$ cat src/rtl/aqp_esp_uart_rx.sv
// ESP32 link UART receiver: 8N1 deframer feeding the RX FIFO,
// with RTS flow control driven from the FIFO almost-full flag.
module aqp_esp_uart_rx #(
   parameter int CLKS_PER_BIT = 16
) (
   input  logic       clk,
   input  logic       rst,
   input  logic       uart_rxd,
   output logic       uart_rts_n,
   output logic [7:0] fifo_wrdata,
   output logic       fifo_wr_en,
   input  logic       fifo_full,
   input  logic       fifo_almost_full,
   output logic       framing_err,
   output logic       overflow,
   output logic       busy
);

   if (CLKS_PER_BIT < 4) begin : g_bad_cfg
      $error("CLKS_PER_BIT must be >= 4");
   end

   localparam int TW = $clog2(CLKS_PER_BIT);
   localparam logic [TW-1:0] T_FULL = TW'(CLKS_PER_BIT - 1);
   localparam logic [TW-1:0] T_HALF = TW'(CLKS_PER_BIT / 2 - 1);
   localparam logic [TW-1:0] T_ONE  = TW'(1);

   typedef enum logic [2:0] {
      WAIT_IDLE,
      IDLE,
      START,
      DATA,
      STOP
   } state_t;

   state_t        state;
   logic [1:0]    sync;
   logic [1:0]    armed;
   logic          rxd_s;
   logic [TW-1:0] timer;
   logic [2:0]    bitcnt;
   logic [7:0]    shreg;
   logic          tick;

   assign rxd_s = sync[1];
   assign tick  = (timer == '0);

   // armed holds off WAIT_IDLE until the synchroniser shows the real line
   always_ff @(posedge clk or posedge rst) begin
      if (rst) begin
         sync       <= 2'b11;
         armed      <= 2'b00;
         uart_rts_n <= 1'b1;
      end else begin
         sync       <= {sync[0], uart_rxd};
         armed      <= {armed[0], 1'b1};
         uart_rts_n <= fifo_almost_full;
      end
   end

   always_ff @(posedge clk or posedge rst) begin
      if (rst) begin
         state       <= WAIT_IDLE;
         timer       <= '0;
         bitcnt      <= '0;
         shreg       <= '0;
         fifo_wrdata <= '0;
         fifo_wr_en  <= 1'b0;
         framing_err <= 1'b0;
         overflow    <= 1'b0;
         busy        <= 1'b0;
      end else begin
         fifo_wr_en  <= 1'b0;
         framing_err <= 1'b0;
         overflow    <= 1'b0;
         if (busy && !tick)
            timer <= timer - T_ONE;
         case (state)
            WAIT_IDLE: begin
               if (armed[1] && rxd_s)
                  state <= IDLE;
            end
            IDLE: begin
               if (!rxd_s) begin
                  state <= START;
                  timer <= T_HALF;
                  busy  <= 1'b1;
               end
            end
            START: begin
               if (tick) begin
                  if (!rxd_s) begin
                     state  <= DATA;
                     timer  <= T_FULL;
                     bitcnt <= '0;
                  end else begin
                     state <= IDLE;
                     busy  <= 1'b0;
                  end
               end
            end
            DATA: begin
               if (tick) begin
                  shreg <= {rxd_s, shreg[7:1]};
                  timer <= T_FULL;
                  if (bitcnt == 3'd7)
                     state <= STOP;
                  else
                     bitcnt <= bitcnt + 3'd1;
               end
            end
            STOP: begin
               if (tick) begin
                  busy <= 1'b0;
                  if (rxd_s) begin
                     state <= IDLE;
                     if (fifo_full) begin
                        overflow <= 1'b1;
                     end else begin
                        fifo_wrdata <= shreg;
                        fifo_wr_en  <= 1'b1;
                     end
                  end else begin
                     framing_err <= 1'b1;
                     state       <= WAIT_IDLE;
                  end
               end
            end
            default: begin
               state <= WAIT_IDLE;
               busy  <= 1'b0;
            end
         endcase
      end
   end

endmodule
$ cat config.mk
export PLATFORM = sky130hd
export DESIGN_NAME = aqp_esp_uart_rx
export DESIGN_NICKNAME = d
export VERILOG_FILES = /design/src/rtl/aqp_esp_uart_rx.sv
export SDC_FILE = /design/constraint.sdc
export NUM_CORES = 1
export LEC_CHECK = 0
export CORE_MARGIN = 2
export CORE_UTILIZATION = 54
export DETAILED_ROUTE_END_ITERATION = 7
export PLACE_DENSITY = 0.77
export SYNTH_ARGS = -nofsm -noshare
export SYNTH_HDL_FRONTEND = slang
export SYNTH_SLANG_ARGS = --single-unit
export TNS_END_PERCENT = 50
$ cat constraint.sdc
create_clock -name clk -period 2.5 [get_ports clk]
set_clock_uncertainty 0.05 [all_clocks]
set_input_delay 0.375 -clock clk [delete_from_list [all_inputs] [get_ports clk]]
set_output_delay 0.375 -clock clk [all_outputs]
set_load 0.01 [all_outputs]
Yosys cells after proc, flatten, opt, wreduce, memory -nomap -nowiden

Index checks and enable logic that the tools add are counted.

Flip-flop bits (word level): 35
Latch bits: 0
Memory bits (writable): 0
Bits in read-only memories: 0
Output and inout bits: 13
Memories: 0

Add/subtract/negate cells: 2
Multiply operators: 0
Divide/modulo/power cells: 0
Magnitude comparators: 0
Equal/unequal tests: 14
Shifts and indexed selects: 0
Mux-type cells: 36
Bitwise gates (word level): 2
Reductions and logical operators: 12

Operator list:

| kind                  | count |
|---|---|
| $mux W3               | 10 |
| $mux W4               | 5 |
| $ne A2 B2 Y1 const B  | 9 |
| $mux W1               | 16 |
| $pmux W3 S5           | 1 |
| $pmux W4 S3           | 1 |
| $reduce_and A5 Y1     | 2 |
| $eq A3 B2 Y1 const B  | 2 |
| $eq A3 B3 Y1 const B  | 2 |
| $pmux W3 S2           | 1 |
| $reduce_and A6 Y1     | 1 |
| $logic_not A4 Y1      | 1 |
| $pmux W1 S4           | 1 |
| $reduce_and A4 Y1     | 1 |
| $sub A4 B1 Y4 const B | 1 |
| $add A3 B1 Y3 const B | 1 |
| $eq A3 B1 Y1 const B  | 1 |
| $logic_not A3 Y1      | 1 |
| $logic_and A1 B1 Y1   | 2 |
| $mux W2               | 1 |
| $not A1 Y1            | 2 |
| $reduce_and A2 Y1     | 1 |
| $reduce_bool A2 Y1    | 1 |
| $reduce_or A2 Y1      | 1 |
| $logic_not A1 Y1      | 1 |

Depth between registers and ports, before layout

Depth in word-level cells: 7
Depth in mapped cells: 6

Least setup slack after synthesis

Ideal clock, no wire load.

Kind: register -> register
From: register timer[0]
To: register fifo_wrdata[0]
Setup time: 0.125 ns
Data arrival time: 1.860 ns
Setup slack: 0.465 ns
Cell stages (with the launch flop): 6
Buffers on the path: 0
Clock period less this slack: 2.035 ns
Cell sequence: dfrtp_1 > inv_1 > ha_1 > or3b_4 > nor4_4 > mux2_2

Cells in the longest elaborated chain, start to end: 2

Ends and longest elaborated chain:

| what                               | line | RTL |
|---|---|---|
| start, declared                    | 40   | `logic [TW-1:0] timer;` |
| start signal, assigned             | 77   | `timer <= timer - T_ONE;` |
| $logic_not A4 Y1                   | 46   | `assign tick = (timer == '0);` |
| $reduce_and A4 Y1 (no source line) | n/a  |  |
| end signal, assigned               | 120  | `fifo_wrdata <= shreg;` |
| end, declared                      | 10   | `output logic [7:0] fifo_wrdata,` |

No other way between the ends.
A chain may end at the register's enable or synchronous reset.

Final worst setup path

From: register timer[0]
To: register fifo_wrdata[3]

Same word-level chain as after synthesis.

==> summary.txt <==
Critical path
  • Type of origin of the critical path: flip-flop
  • Critical path fanouts, max: 12
  • CP endpoint kind: flip-flop
  • CP Class: flip-flop to flip-flop
  • Critical path arrival: roughly 2.4 ns
  • Critical Path RT: 2.66 ns

GRT
  • GR Overflow Total: 0
  • First-pass GRT wire length: 4.54 mm
  • Largest net degree at the start of global routing: 36
  • GRT Util Overall: 0.185
  • Initial antenna violation count: 0
  • Vias in the first global route: between 1000 and 1500

Cells and area
  • NumNets Final: ~150
  • Layout cell share with drive strength beyond 1: 0.222
  • Cell area after layout: between 1500 and 2000 um^2
  • Antenna diode count: 0
  • P&R area growth vs syn: 17.9%
  • Final design utilization: 0.663

Synthesis
  • Sequential cell area fraction in the yosys report: 0.572
  • Mean Syn Cell Area: 12.4 um^2
  • Synth Flop Type: dfrtp_1
  • Asr flop ratio synth: 1.00
  • EDFF count, synth: 0
  • Syn nets: approximately 130
  • YS warnings: 0
  • Cells after Synth: 124
  • Yosys reg bits: 35
  • Post-synthesis cell type count: 37
  • Post-Syn Area: between 1500 and 2000 um^2

Clocking
  • CTS tree: built
  • Worst-path clk slew: 0.10 ns
  • Clock sinks: 35
  • Post-CTS Hold Fix Bufs: 0
  • H-tree depth: 2
  • Post-CTS Setup Inserts: 0
  • Root buffer cell: clkbuf_4
  • Number of buffers created by CTS: 5
  • Post-CTS sizing: 0
  • Max clock buf depth: 2
  • Clk_lat worst skew: ~0.32 ns

Outcome
  • Outcome: completed

Floorplanning
  • Die X-Extent: ~57 um
  • Top Ports: 18
  • Num rows: 19
  • Chip height: approximately 57 um
  • Die area: between 3000 and 4000 um^2
  • Initial Utilization: 0.562
  • Core area: 2730 um^2

Route
  • Remaining DRCs: 0
  • Via-to-Cell Ratio: ~5.9
  • Initial DRT Pass Iterations: 4
  • Iter 0 DRT Violations: 42
  • Final ANT Viol Nets: 0
  • DR vias: slightly above 1000
  • WL/cell: between 10 and 15 um
  • Detailed Route WL: approximately 2.6 mm

Timing
  • RSZ-0062 raised after global routing: no
  • Fin crit period: roughly 2.2 ns
  • TNS Setup: 0 ns
  • Hold slack: between 0.3 and 0.4 ns
  • Hold Fails Final Rpt: 0
  • Final setup fails: 0
  • Period utilisation layout: 0.882
  • Fmax achieved: about 0.45 GHz
  • Count of pins over their slew limit: 0

Pwr
  • Lkg Pwr: between 0.0008 and 0.0009 uW
  • Total power draw: ~1600 uW
  • VDD IR-drop max: around 0.61 mV
  • Pwr dens: just under 900 nW/um^2

Job
  • Number of max-cap violations: 0

Hold path
  • Min-delay worst type: flip-flop to flip-flop

Placement
  • Detailed Place HPWL: between 1.5 and 2 mm
  • Final GP Congestion: ~0.85
  • Port bufs: 17
  • Placement Cell Area: 1740 um^2
[stage by stage]
stage / worst slack [ns] / cells
6_report: 0.294 / 175
5_1_grt: 0.223 / 175
4_1_cts: 0.299 / 175
3_5_place_dp: 0.319 / 168
3_3_place_gp: 0.418 / 168
2_1_floorplan: 0.465 / 124
[logic make-up after synthesis]
family / Yosys count / synth area share
AOI/OAI and AO/OA: 18 / 0.0806
adders and majority gates: 3 / 0.0244
buffers and inverters: 13 / 0.0326
DFF: 35 / 0.572
muxes: 19 / 0.138
other: 1 / 0.00244
and+or+nand+nor: 35 / 0.150
[critical path, stage by stage (launching register included)]
cell	delay, ns
dfrtp_1	0.42
inv_1	0.09
ha_1	0.21
or3b_4	0.48
nor4_4	0.28
buf_4	0.22
mux2_2	0.35
[synth_stat cells (all sizes together) (4+ instances only)]
cell type,n,area (um^2)
mux2,17,191
dfrtp,32,801
inv,6,22.5
o21ai,4,20.0
clkbuf,6,22.5
nand2b,4,25.0
nand2,6,22.5
nor4,4,40.0
[report_power, final]
| group | switching, uW | leakage [uW] | total [uW] | internal [uW] |
|---|---|---|---|---|
| logic | 189 | 0.000339 | 399 | 210 |
| clock network | 169 | 0.0000383 | 375 | 206 |
| registers | 124 | 0.000449 | 797 | 673 |
| total | 482 | 0.000826 | 1570 | 1090 |
[final timing paths]
kind	from	to	slack, ns	cells after the start
min in group asynchronous	rst	bitcnt[0]	0.39	3
worst max-delay path	timer[0]	fifo_wrdata[3]	0.29	6
worst min-delay path	armed[0]	armed[1]	0.31	0
worst max register to register	timer[0]	fifo_wrdata[3]	0.29	6
worst min register to register	armed[0]	armed[1]	0.31	0
max in group asynchronous	rst	sync[1]	1.67	3
[state kept, by name (all words and copies together) (netlist names)]
| name | count |
|---|---|
| sync | 2 |
| fifo_wr_en | 1 |
| busy | 1 |
| framing_err | 1 |
| bitcnt | 3 |
| state | 3 |
| shreg | 8 |
| overflow | 1 |
| fifo_wrdata | 8 |
| timer | 4 |
| armed | 2 |
| uart_rts_n | 1 |
[cells in the final DEF (no fill, tap or decap), drive strengths merged, types with 4 or more instances in the layout]
master	netlist	routed
inv	6	6
nand2b	4	4
clkbuf	6	6
mux2	17	17
dfrtp	32	32
clkdlybuf4s50	0	17
nand2	6	6
o21ai	4	4
nor4	4	4
[layer usage]
layer	track usage	wire length [um]
met1	0.224	1140
met2	0.295	1310
met3	0.0839	131
met4	0.0598	13
met5	0	0
[area by class of cell]
type	instances	area [um^2]
tap	31	38.8
sequential	35	880
clock inverter	1	30.0
clock buffer	6	41.3
timing repair buffer	20	193
multi-input combinational	76	607
fill	207	922
inverter	6	22.5
Note: power is estimated with default switching activity, not from simulation.
==> RTL edit: new RTL, config.mk and constraints unchanged <==
The parameter `CLKS_PER_BIT` goes from 16 to 8.
--- a/src/rtl/aqp_esp_uart_rx.sv
+++ b/src/rtl/aqp_esp_uart_rx.sv
@@ -2,5 +2,5 @@
 // with RTS flow control driven from the FIFO almost-full flag.
 module aqp_esp_uart_rx #(
-   parameter int CLKS_PER_BIT = 16
+   parameter int CLKS_PER_BIT = 8
 ) (
    input  logic       clk,
Check against the original RTL: not equivalent (Yosys sat finds a counterexample within 10 cycles, from zero or initial values and one cycle with rst high).
==> RTL edit against the original RTL <==
Synthesized cell count shrank 4.8%; maximum frequency grew 7.6%; first-iteration DRC count shrank 71%; combinational power grew 21%; total power shrank 0.61%; sequential cell count shrank 1; cell area shrank 4.8%; critical path depth is the same; count of clock-buffer cells in the layout grew 1; setup slack gained 160 ps; area after synthesis shrank 3.7%; routed wire length shrank 6.4%; critical path type unchanged; critical endpoint is now fifo_wrdata[0]$_DFFE_PP0P_; largest power group unchanged.
==> RTL edit: results (changes against the original RTL) <==
Slowest-stage cell, CP: dfrtp_1 (was or3b_4)
Hold Crit Start: sync[0]$_DFF_PP1_ (was armed[0]$_DFF_PP0_)
hold worst-path end: sync[1]$_DFF_PP1_ (was armed[1]$_DFF_PP0_)
multiplexer area fraction after synthesis: 0.1361 (was 0.1376)
dpl ws: 455.1 ps (was 318.7 ps)
CTS Sinks: 34 (was 35)
number of multi-input logic gates: 72 (was 76)
non-clock buffer count: 19 (was 20)
buffer share of cell area: 0.1146 (was 0.1064)
Clock power frac: 0.183 (was 0.239)
Synth Area in XOR/XNOR: 0.005917 (was 0)
largest fanout on the critical path: 9 (was 12)
outcome: finished clean (unchanged)
crit path launch: timer[1]$_DFF_PP0_ (was timer[0]$_DFF_PP0_)
crit path capture: fifo_wrdata[0]$_DFFE_PP0P_ (was fifo_wrdata[3]$_DFFE_PP0P_)
final hold slack: 314.2 ps (was 305.8 ps)
register area share after synthesis: 0.5773 (was 0.5725)
fraction of layout cells with a size suffix above 1: 0.2302 (was 0.2222)
Top Registers: fifo_wrdata (8), shreg (8) (was fifo_wrdata (8), shreg (8), timer (4))
syn_nets: 127 (was 132)
Reg2Reg Setup Slack: 450 ps (was 290 ps)
Adder-Cell Fraction of Synth Area: 0.03381 (was 0.02443)
synth unique cells: 35 (was 37)
global placement routability congestion: 0.8229 (was 0.8540)
clock buffers: 7 (was 6)
DR iter-0 viols: 12 (was 42)
IR drop worst, VDD: 0.6401 mV (was 0.6140 mV)
Util after Layout: 0.6780 (was 0.6627)
top cells by area, synth: dfrtp_1 52%, mux2_2 12%, dfstp_2 5.3% (was dfrtp_1 52%, mux2_2 12%, dfstp_2 5.1%)
fmax: 487.9 MHz (was 453.3 MHz)
Leakage: 0.8049 nW (was 0.8262 nW)
Multi-input gate area: 560.5 um2 (was 606.8 um2)
Clock-cell share: 0.03046 (was 0.03936)
## RTL edit: changes by cell type after synthesis, moves of 2 or more
cell and delta:
and3_4 +2, nand2_1 +3, buf_6 +2, a2bb2oi_1 +2, a21oi_1 +2, nor4b_1 -3, nor4_1 -3, clkbuf_1 -4
o221ai_1 -2
## RTL edit: critical path: cells and delay by family, from the launching register on
| kind | cells | cell delay, ps |
|---|---|---|
| adder cells (fa/ha/maj) | 1 | 180 |
| buffers and inverters | 1 | 90 |
| flip-flops | 1 | 400 |
| multiplexers | 1 | 380 |
| AND/OR/NAND/NOR | 3 | 840 |
## RTL edit: through the flow
stage,power (mW),instances
after floorplan,1.187,118
after global placement,1.254,161
after detailed placement,1.281,161
after CTS,1.570,169
after global routing,1.690,169
final,1.561,169
## RTL edit: routing by layer
layer / wire [um] / global-route usage / vias to the layer above
li1: - / - / 452
met1: 1032 / 0.2171 / 455
met2: 1192 / 0.2924 / 26
met3: 155 / 0.08295 / 6
met4: 44 / 0.07143 / 0
met5: 0 / 0 / -
